[config.mk]
export PLATFORM = sky130hd
export DESIGN_NAME = shared_unit_arbiter_flat
export DESIGN_NICKNAME = d
export VERILOG_FILES = /design/src/rtl/shared_unit_arbiter_if.sv /design/src/rtl/shared_unit_arbiter.sv /design/src/flat_wrapper.sv
export SDC_FILE = /design/constraint.sdc
export NUM_CORES = 1
export LEC_CHECK = 0
export BUFFER_PORTS_ARGS = -buffer_cell sky130_fd_sc_hd__buf_2
export CORE_MARGIN = 1
export CORE_UTILIZATION = 30
export DETAILED_ROUTE_END_ITERATION = 16
export PLACE_DENSITY = 0.68
export SLEW_MARGIN = 20
export SYNTH_ARGS = -nofsm -noshare
export SYNTH_HDL_FRONTEND = slang
export SYNTH_SLANG_ARGS = --single-unit
[constraint.sdc]
create_clock -name clk -period 2.5 [get_ports clk]
set_input_delay 0.125 -clock clk [delete_from_list [all_inputs] [get_ports clk]]
set_output_delay 0.125 -clock clk [all_outputs]
set_load 0.05 [all_outputs]
[src/rtl/shared_unit_arbiter_if.sv]
// Bundles the requester, resource and response signals of the shared-unit arbiter.
// The arbiter uses the slave view; whoever drives requests and models the resource uses the master view.
interface shared_unit_arbiter_if #(
    parameter int DATA_W = 32
);
    logic [1:0]        req;
    logic [DATA_W-1:0] req_data_1;
    logic [DATA_W-1:0] req_data_2;
    logic              flush_1;
    logic              flush_2;
    logic              res_start;
    logic [DATA_W-1:0] res_operand;
    logic              res_done;
    logic [DATA_W-1:0] res_result;
    logic              stall_1;
    logic              stall_2;
    logic [1:0]        rsp_valid;
    logic [DATA_W-1:0] rsp_data;
    logic              owner;
    logic              busy;
    logic              err_timeout;

    modport slave (
        input  req, req_data_1, req_data_2, flush_1, flush_2, res_done, res_result,
        output res_start, res_operand, stall_1, stall_2, rsp_valid, rsp_data,
               owner, busy, err_timeout
    );

    modport master (
        output req, req_data_1, req_data_2, flush_1, flush_2, res_done, res_result,
        input  res_start, res_operand, stall_1, stall_2, rsp_valid, rsp_data,
               owner, busy, err_timeout
    );
endinterface

[src/rtl/shared_unit_arbiter.sv]
// Round-robin arbiter sharing one multi-cycle resource between two pipelines, with flush and timeout abort.
//   state   | meaning
//   S_IDLE  | no transaction; pick an eligible requester
//   S_ISSUE | start pulse to the resource, operand latched
//   S_WAIT  | waiting for res_done, timeout counter running
//   S_RESP  | deliver result to owner unless cancelled
module shared_unit_arbiter #(
    parameter int DATA_W  = 32,
    parameter int TIMEOUT = 16,
    parameter int TO_W    = 5
) (
    input logic                  clk,
    input logic                  reset,
    shared_unit_arbiter_if.slave bus
);
    typedef enum logic [1:0] {
        S_IDLE  = 2'd0,
        S_ISSUE = 2'd1,
        S_WAIT  = 2'd2,
        S_RESP  = 2'd3
    } state_t;

    state_t            state, state_nxt;
    logic              owner_q;
    logic              rr_last;
    logic              cancel;
    logic [TO_W-1:0]   cnt;
    logic [DATA_W-1:0] operand_q;
    logic [DATA_W-1:0] rsp_data_q;
    logic              err_q;

    logic [1:0] eligible;
    logic       grant_id;
    logic       flush_owner;
    logic       timeout_hit;
    logic [1:0] rsp_valid_w;

    assign eligible    = bus.req & ~{bus.flush_2, bus.flush_1};
    assign flush_owner = owner_q ? bus.flush_2 : bus.flush_1;
    assign timeout_hit = (cnt == TO_W'(TIMEOUT - 1));

    always_comb begin
        state_nxt = state;
        grant_id  = 1'b0;
        case (state)
            S_IDLE: begin
                grant_id = (eligible == 2'b11) ? ~rr_last : eligible[1];
                if (|eligible) state_nxt = S_ISSUE;
            end
            S_ISSUE: state_nxt = S_WAIT;
            S_WAIT:  if (bus.res_done || timeout_hit) state_nxt = S_RESP;
            S_RESP:  state_nxt = S_IDLE;
            default: state_nxt = S_IDLE;
        endcase
    end

    always_ff @(posedge clk or negedge reset) begin
        if (!reset) begin
            state      <= S_IDLE;
            owner_q    <= 1'b0;
            rr_last    <= 1'b1;
            cancel     <= 1'b0;
            cnt        <= '0;
            operand_q  <= '0;
            rsp_data_q <= '0;
            err_q      <= 1'b0;
        end else begin
            state <= state_nxt;
            err_q <= 1'b0;
            case (state)
                S_IDLE: begin
                    if (|eligible) begin
                        owner_q   <= grant_id;
                        operand_q <= grant_id ? bus.req_data_2 : bus.req_data_1;
                        cnt       <= '0;
                        cancel    <= 1'b0;
                    end
                end
                S_ISSUE: if (flush_owner) cancel <= 1'b1;
                S_WAIT: begin
                    cnt <= cnt + TO_W'(1);
                    if (flush_owner) cancel <= 1'b1;
                    // a flush landing in the same cycle as res_done still discards the result
                    if (bus.res_done) begin
                        if (!(cancel || flush_owner)) rsp_data_q <= bus.res_result;
                    end else if (timeout_hit) begin
                        err_q  <= 1'b1;
                        cancel <= 1'b1;
                    end
                end
                S_RESP: if (!cancel) rr_last <= owner_q;
                default: ;
            endcase
        end
    end

    assign rsp_valid_w     = (state == S_RESP && !cancel) ? (owner_q ? 2'b10 : 2'b01) : 2'b00;

    assign bus.res_start   = (state == S_ISSUE);
    assign bus.busy        = (state != S_IDLE);
    assign bus.rsp_valid   = rsp_valid_w;
    assign bus.res_operand = operand_q;
    assign bus.rsp_data    = rsp_data_q;
    assign bus.owner       = owner_q;
    assign bus.err_timeout = err_q;
    assign bus.stall_1     = bus.req[0] & ~rsp_valid_w[0] & ~bus.flush_1;
    assign bus.stall_2     = bus.req[1] & ~rsp_valid_w[1] & ~bus.flush_2;
endmodule

[src/flat_wrapper.sv]
// flat-port wrapper written by rule: the top's interface ports become plain ports
module shared_unit_arbiter_flat 
#(
    parameter int DATA_W  = 32,
    parameter int TIMEOUT = 16,
    parameter int TO_W    = 5
)
  (clk, reset, bus_req, bus_req_data_1, bus_req_data_2, bus_flush_1, bus_flush_2, bus_res_done, bus_res_result, bus_res_start, bus_res_operand, bus_stall_1, bus_stall_2, bus_rsp_valid, bus_rsp_data, bus_owner, bus_busy, bus_err_timeout);
  shared_unit_arbiter_if #(.DATA_W(DATA_W)) bus_i ();
  input logic clk;
  input logic reset;
  input wire logic [$bits(bus_i.req)-1:0] bus_req;
  input wire logic [$bits(bus_i.req_data_1)-1:0] bus_req_data_1;
  input wire logic [$bits(bus_i.req_data_2)-1:0] bus_req_data_2;
  input wire logic [$bits(bus_i.flush_1)-1:0] bus_flush_1;
  input wire logic [$bits(bus_i.flush_2)-1:0] bus_flush_2;
  input wire logic [$bits(bus_i.res_done)-1:0] bus_res_done;
  input wire logic [$bits(bus_i.res_result)-1:0] bus_res_result;
  output wire logic [$bits(bus_i.res_start)-1:0] bus_res_start;
  output wire logic [$bits(bus_i.res_operand)-1:0] bus_res_operand;
  output wire logic [$bits(bus_i.stall_1)-1:0] bus_stall_1;
  output wire logic [$bits(bus_i.stall_2)-1:0] bus_stall_2;
  output wire logic [$bits(bus_i.rsp_valid)-1:0] bus_rsp_valid;
  output wire logic [$bits(bus_i.rsp_data)-1:0] bus_rsp_data;
  output wire logic [$bits(bus_i.owner)-1:0] bus_owner;
  output wire logic [$bits(bus_i.busy)-1:0] bus_busy;
  output wire logic [$bits(bus_i.err_timeout)-1:0] bus_err_timeout;
  assign bus_i.req = bus_req;
  assign bus_i.req_data_1 = bus_req_data_1;
  assign bus_i.req_data_2 = bus_req_data_2;
  assign bus_i.flush_1 = bus_flush_1;
  assign bus_i.flush_2 = bus_flush_2;
  assign bus_i.res_done = bus_res_done;
  assign bus_i.res_result = bus_res_result;
  assign bus_res_start = bus_i.res_start;
  assign bus_res_operand = bus_i.res_operand;
  assign bus_stall_1 = bus_i.stall_1;
  assign bus_stall_2 = bus_i.stall_2;
  assign bus_rsp_valid = bus_i.rsp_valid;
  assign bus_rsp_data = bus_i.rsp_data;
  assign bus_owner = bus_i.owner;
  assign bus_busy = bus_i.busy;
  assign bus_err_timeout = bus_i.err_timeout;
  shared_unit_arbiter #(.DATA_W(DATA_W), .TIMEOUT(TIMEOUT), .TO_W(TO_W)) u_core (.clk(clk), .reset(reset), .bus(bus_i));
endmodule
==> out/results.ini <==
[setup_path]
crit_start = u_core.state[0]$_DFFE_PN0P_
r2r_slack_ns = 0.41
critPathSlowestCell = dfrtp_1
slowest_delay_ns = 0.44
startpoint_type = register
r2r_cells = 6
cp.required_ns = 2.72
timing.rr.end = u_core.bus.rsp_data[24]$_DFFE_PN0P_
cp.arrival_ns = 2.31
critPathMaxFanout = 32
reg2reg_from = u_core.state[0]$_DFFE_PN0P_
end_kind = register
crit_chain = inv_1, ha_1, nand2_1, a2111oi_4, buf_12, mux2_2
critPathKind = register to register
endpoint = u_core.bus.rsp_data[24]$_DFFE_PN0P_

[floorplanning]
die_x_um = 108
io_pins = 175
fp.dieH_um = 108
design.core.area_um2 = 10800
fp.dieArea_um2 = 11600
initial_utilization_pct = 30.9
rows = 38

[place]
place_inst = 577
preCtsSetupSlack_ns = 0.426
dp_hpwl_um = 5640
port_buffers = 174
gp_congestion = 0.777
placed_area_um2 = 4350

[power]
p_sw_share_pct = 51.7
powerDensity_nw_per_um2 = 1420
ir_drop_mv = 0.958
fin_total_pwr_mw = 6.80
clkPwrFrac_pct = 13.9
p_seq_share_pct = 30.7
p_comb_share_pct = 55.4
leakagePower_nw = 2.34
p_int_mw = 3.28
power.switching_mw = 3.52

[timing]
fin_ws_ns = 0.410
relSlewSlack_pct = 31.0
holdWs_ns = 0.0179
slew_viol_final = 0
rsz0062_at_grt = no
finalSetupViolCount = 0
finClkSkew_ns = 0.00615
worstMarginPinSlew_ns = 1.03
hold_viol_final = 0
clock.fmax_mhz = 479
totalNegativeSetupSlack_ns = 0
fin_crit_sh_pct = 83.6
fin_crit_ns = 2.09

[clock_tree]
clockBufferDepth = 2
ctsResizeCount = 0
cts_buffers = 9
clock-root-buffer = clkbuf_8
cts_max_level = 3
cts.sinks = 75
postCtsHoldBufs = 22
postCtsSetupRepairBufs = 0
clkLatencyLatePin_ns = 0.34
cts_tree = built
clkTransAtPathRegs_ns = 0.08

[yosys]
ys_async_sr_fraction_pct = 100
synth_cell_types = 36
syn_inst = 274
syn_area_um2 = 3350
yosys_warnings = 0
ys_seq_elements = 75
synth_flop_cell = dfrtp_1
syn-mean-instance-area_um2 = 12.2
synth_edf_count = 0
ys_seq_area_share_pct = 56.1
synth_fp_nets = 384

[grt]
antenna_found_initial = 0
grt_use_total_pct = 13.6
grt_pass1_vias = 2638
grt_pass1_wl_um = 12200
grt_overflow_total = 0
grt_max_degree = 76

[routing]
wl_per_cell_um = 12.7
vias_per_cell = 4.46
ant_nets = 0
totalWireLength_um = 7850
routed-via-count = 2747
firstDrtPassIters = 4
drc = 0
drtIter0Drc = 74

[final_layout]
final_cell_area_um2 = 4790
syn_to_final_growth_pct = 43.0
ff_latch_area_um2 = 1880
fin_cells = 616
multi_input_area_um2 = 1360
antenna_cells = 0
final_nets = 581
final_util_pct = 44.2
drive_gt1_share_pct = 48.3
n_fill_cell = 1021

[hold_path]
min_path_cells = 2
hp-class = primary input to register

[run]
maxCapViolCount = 0

[outcome]
status = complete, no violations

per-layer routing:
layer	global-route usage, %	vias up	wire, um
met5	0	-	0
met4	4.40	0	78
met3	3.93	8	557
met2	23.4	120	3720
met1	16.2	1275	3490
li1	-	1344	-
Yosys cell counts (3+ instances only):
| master | number | area (um^2) |
|---|---|---|
| o21ai_0 | 7 | 35.0 |
| mux2_2 | 31 | 349 |
| buf_6 | 6 | 67.6 |
| ha_1 | 7 | 87.6 |
| mux2i_1 | 32 | 320 |
| o21ai_1 | 30 | 150 |
| inv_1 | 6 | 22.5 |
| clkbuf_1 | 5 | 18.8 |
| dfrtp_1 | 74 | 1850 |
| nand2_1 | 38 | 143 |
| nand2b_1 | 3 | 18.8 |
| nor2_1 | 6 | 22.5 |
power by group through the flow:
stage	sequential, mW	clock (mW)	combinational, mW
6_report	2.09	0.946	3.77
5_1_grt	2.16	1.04	3.99
4_1_cts	2.09	0.982	3.80
3_5_place_dp	2.11	0	3.78
3_3_place_gp	2.09	0	3.71
2_1_floorplan	3.87	0	1.11
registers in the layout (all words and copies together), names as in the netlist:
| signal | count |
|---|---|
| u_core.state | 2 |
| u_core.bus.res_operand | 32 |
| u_core.bus.err_timeout | 1 |
| u_core.bus.rsp_data | 32 |
| u_core.rr_last | 1 |
| u_core.cnt | 5 |
| u_core.cancel | 1 |
| u_core.bus.owner | 1 |
logic make-up after synthesis:
logic type / share of synthesized area [%]
adder cells (fa/ha/maj): 2.62
AND/OR/NAND/NOR: 7.48
multiplexers: 20.7
AO/OA/AOI/OAI: 9.46
flip-flops: 56.1
buffers and inverters: 3.66
worst min-delay path by stage:
stage | startpoint | endpoint | slack, ns
3_3_place_gp | reset | u_core.bus.rsp_data[0]$_DFFE_PN0P_ | 0.32
4_1_cts | bus_res_result[28] | u_core.bus.rsp_data[28]$_DFFE_PN0P_ | 0.001
5_1_grt | bus_res_result[15] | u_core.bus.rsp_data[15]$_DFFE_PN0P_ | 0.002
2_1_floorplan | reset | u_core.bus.err_timeout$_DFF_PN0_ | -0.17
6_report | bus_res_result[28] | u_core.bus.rsp_data[28]$_DFFE_PN0P_ | 0.02
3_5_place_dp | reset | u_core.bus.rsp_data[31]$_DFFE_PN0P_ | 0.34
cells in the final DEF, fill, tap and decap left out, drive strengths merged, types with 6 or more instances in the layout:
cell type | netlist | layout
mux2i | 32 | 32
inv | 6 | 6
buf | 9 | 177
nor2 | 6 | 6
ha | 7 | 7
mux2 | 33 | 33
dfrtp | 74 | 74
o21ai | 37 | 37
clkbuf | 5 | 10
dlygate4sd3 | 0 | 23
nand2 | 38 | 38
worst max-delay path: cells and delay by family, from the launching register on:
kind | cells | cell delay [ns]
buf+inv | 2 | 0.35
fa+ha+maj | 1 | 0.32
flops | 1 | 0.44
simple gates | 1 | 0.14
compound gates | 1 | 0.35
mux | 1 | 0.36
layout make-up:
| type | count | share of cell area (%) |
|---|---|---|
| inverter | 6 | 0.470 |
| multi-input combinational | 179 | 28.4 |
| clock inverter | 6 | 1.36 |
| clock buffer | 10 | 2.88 |
| tap | 140 | 3.66 |
| timing repair buffer | 200 | 24.0 |
| sequential | 75 | 39.2 |
Note: power is estimated with default switching activity, not from simulation.
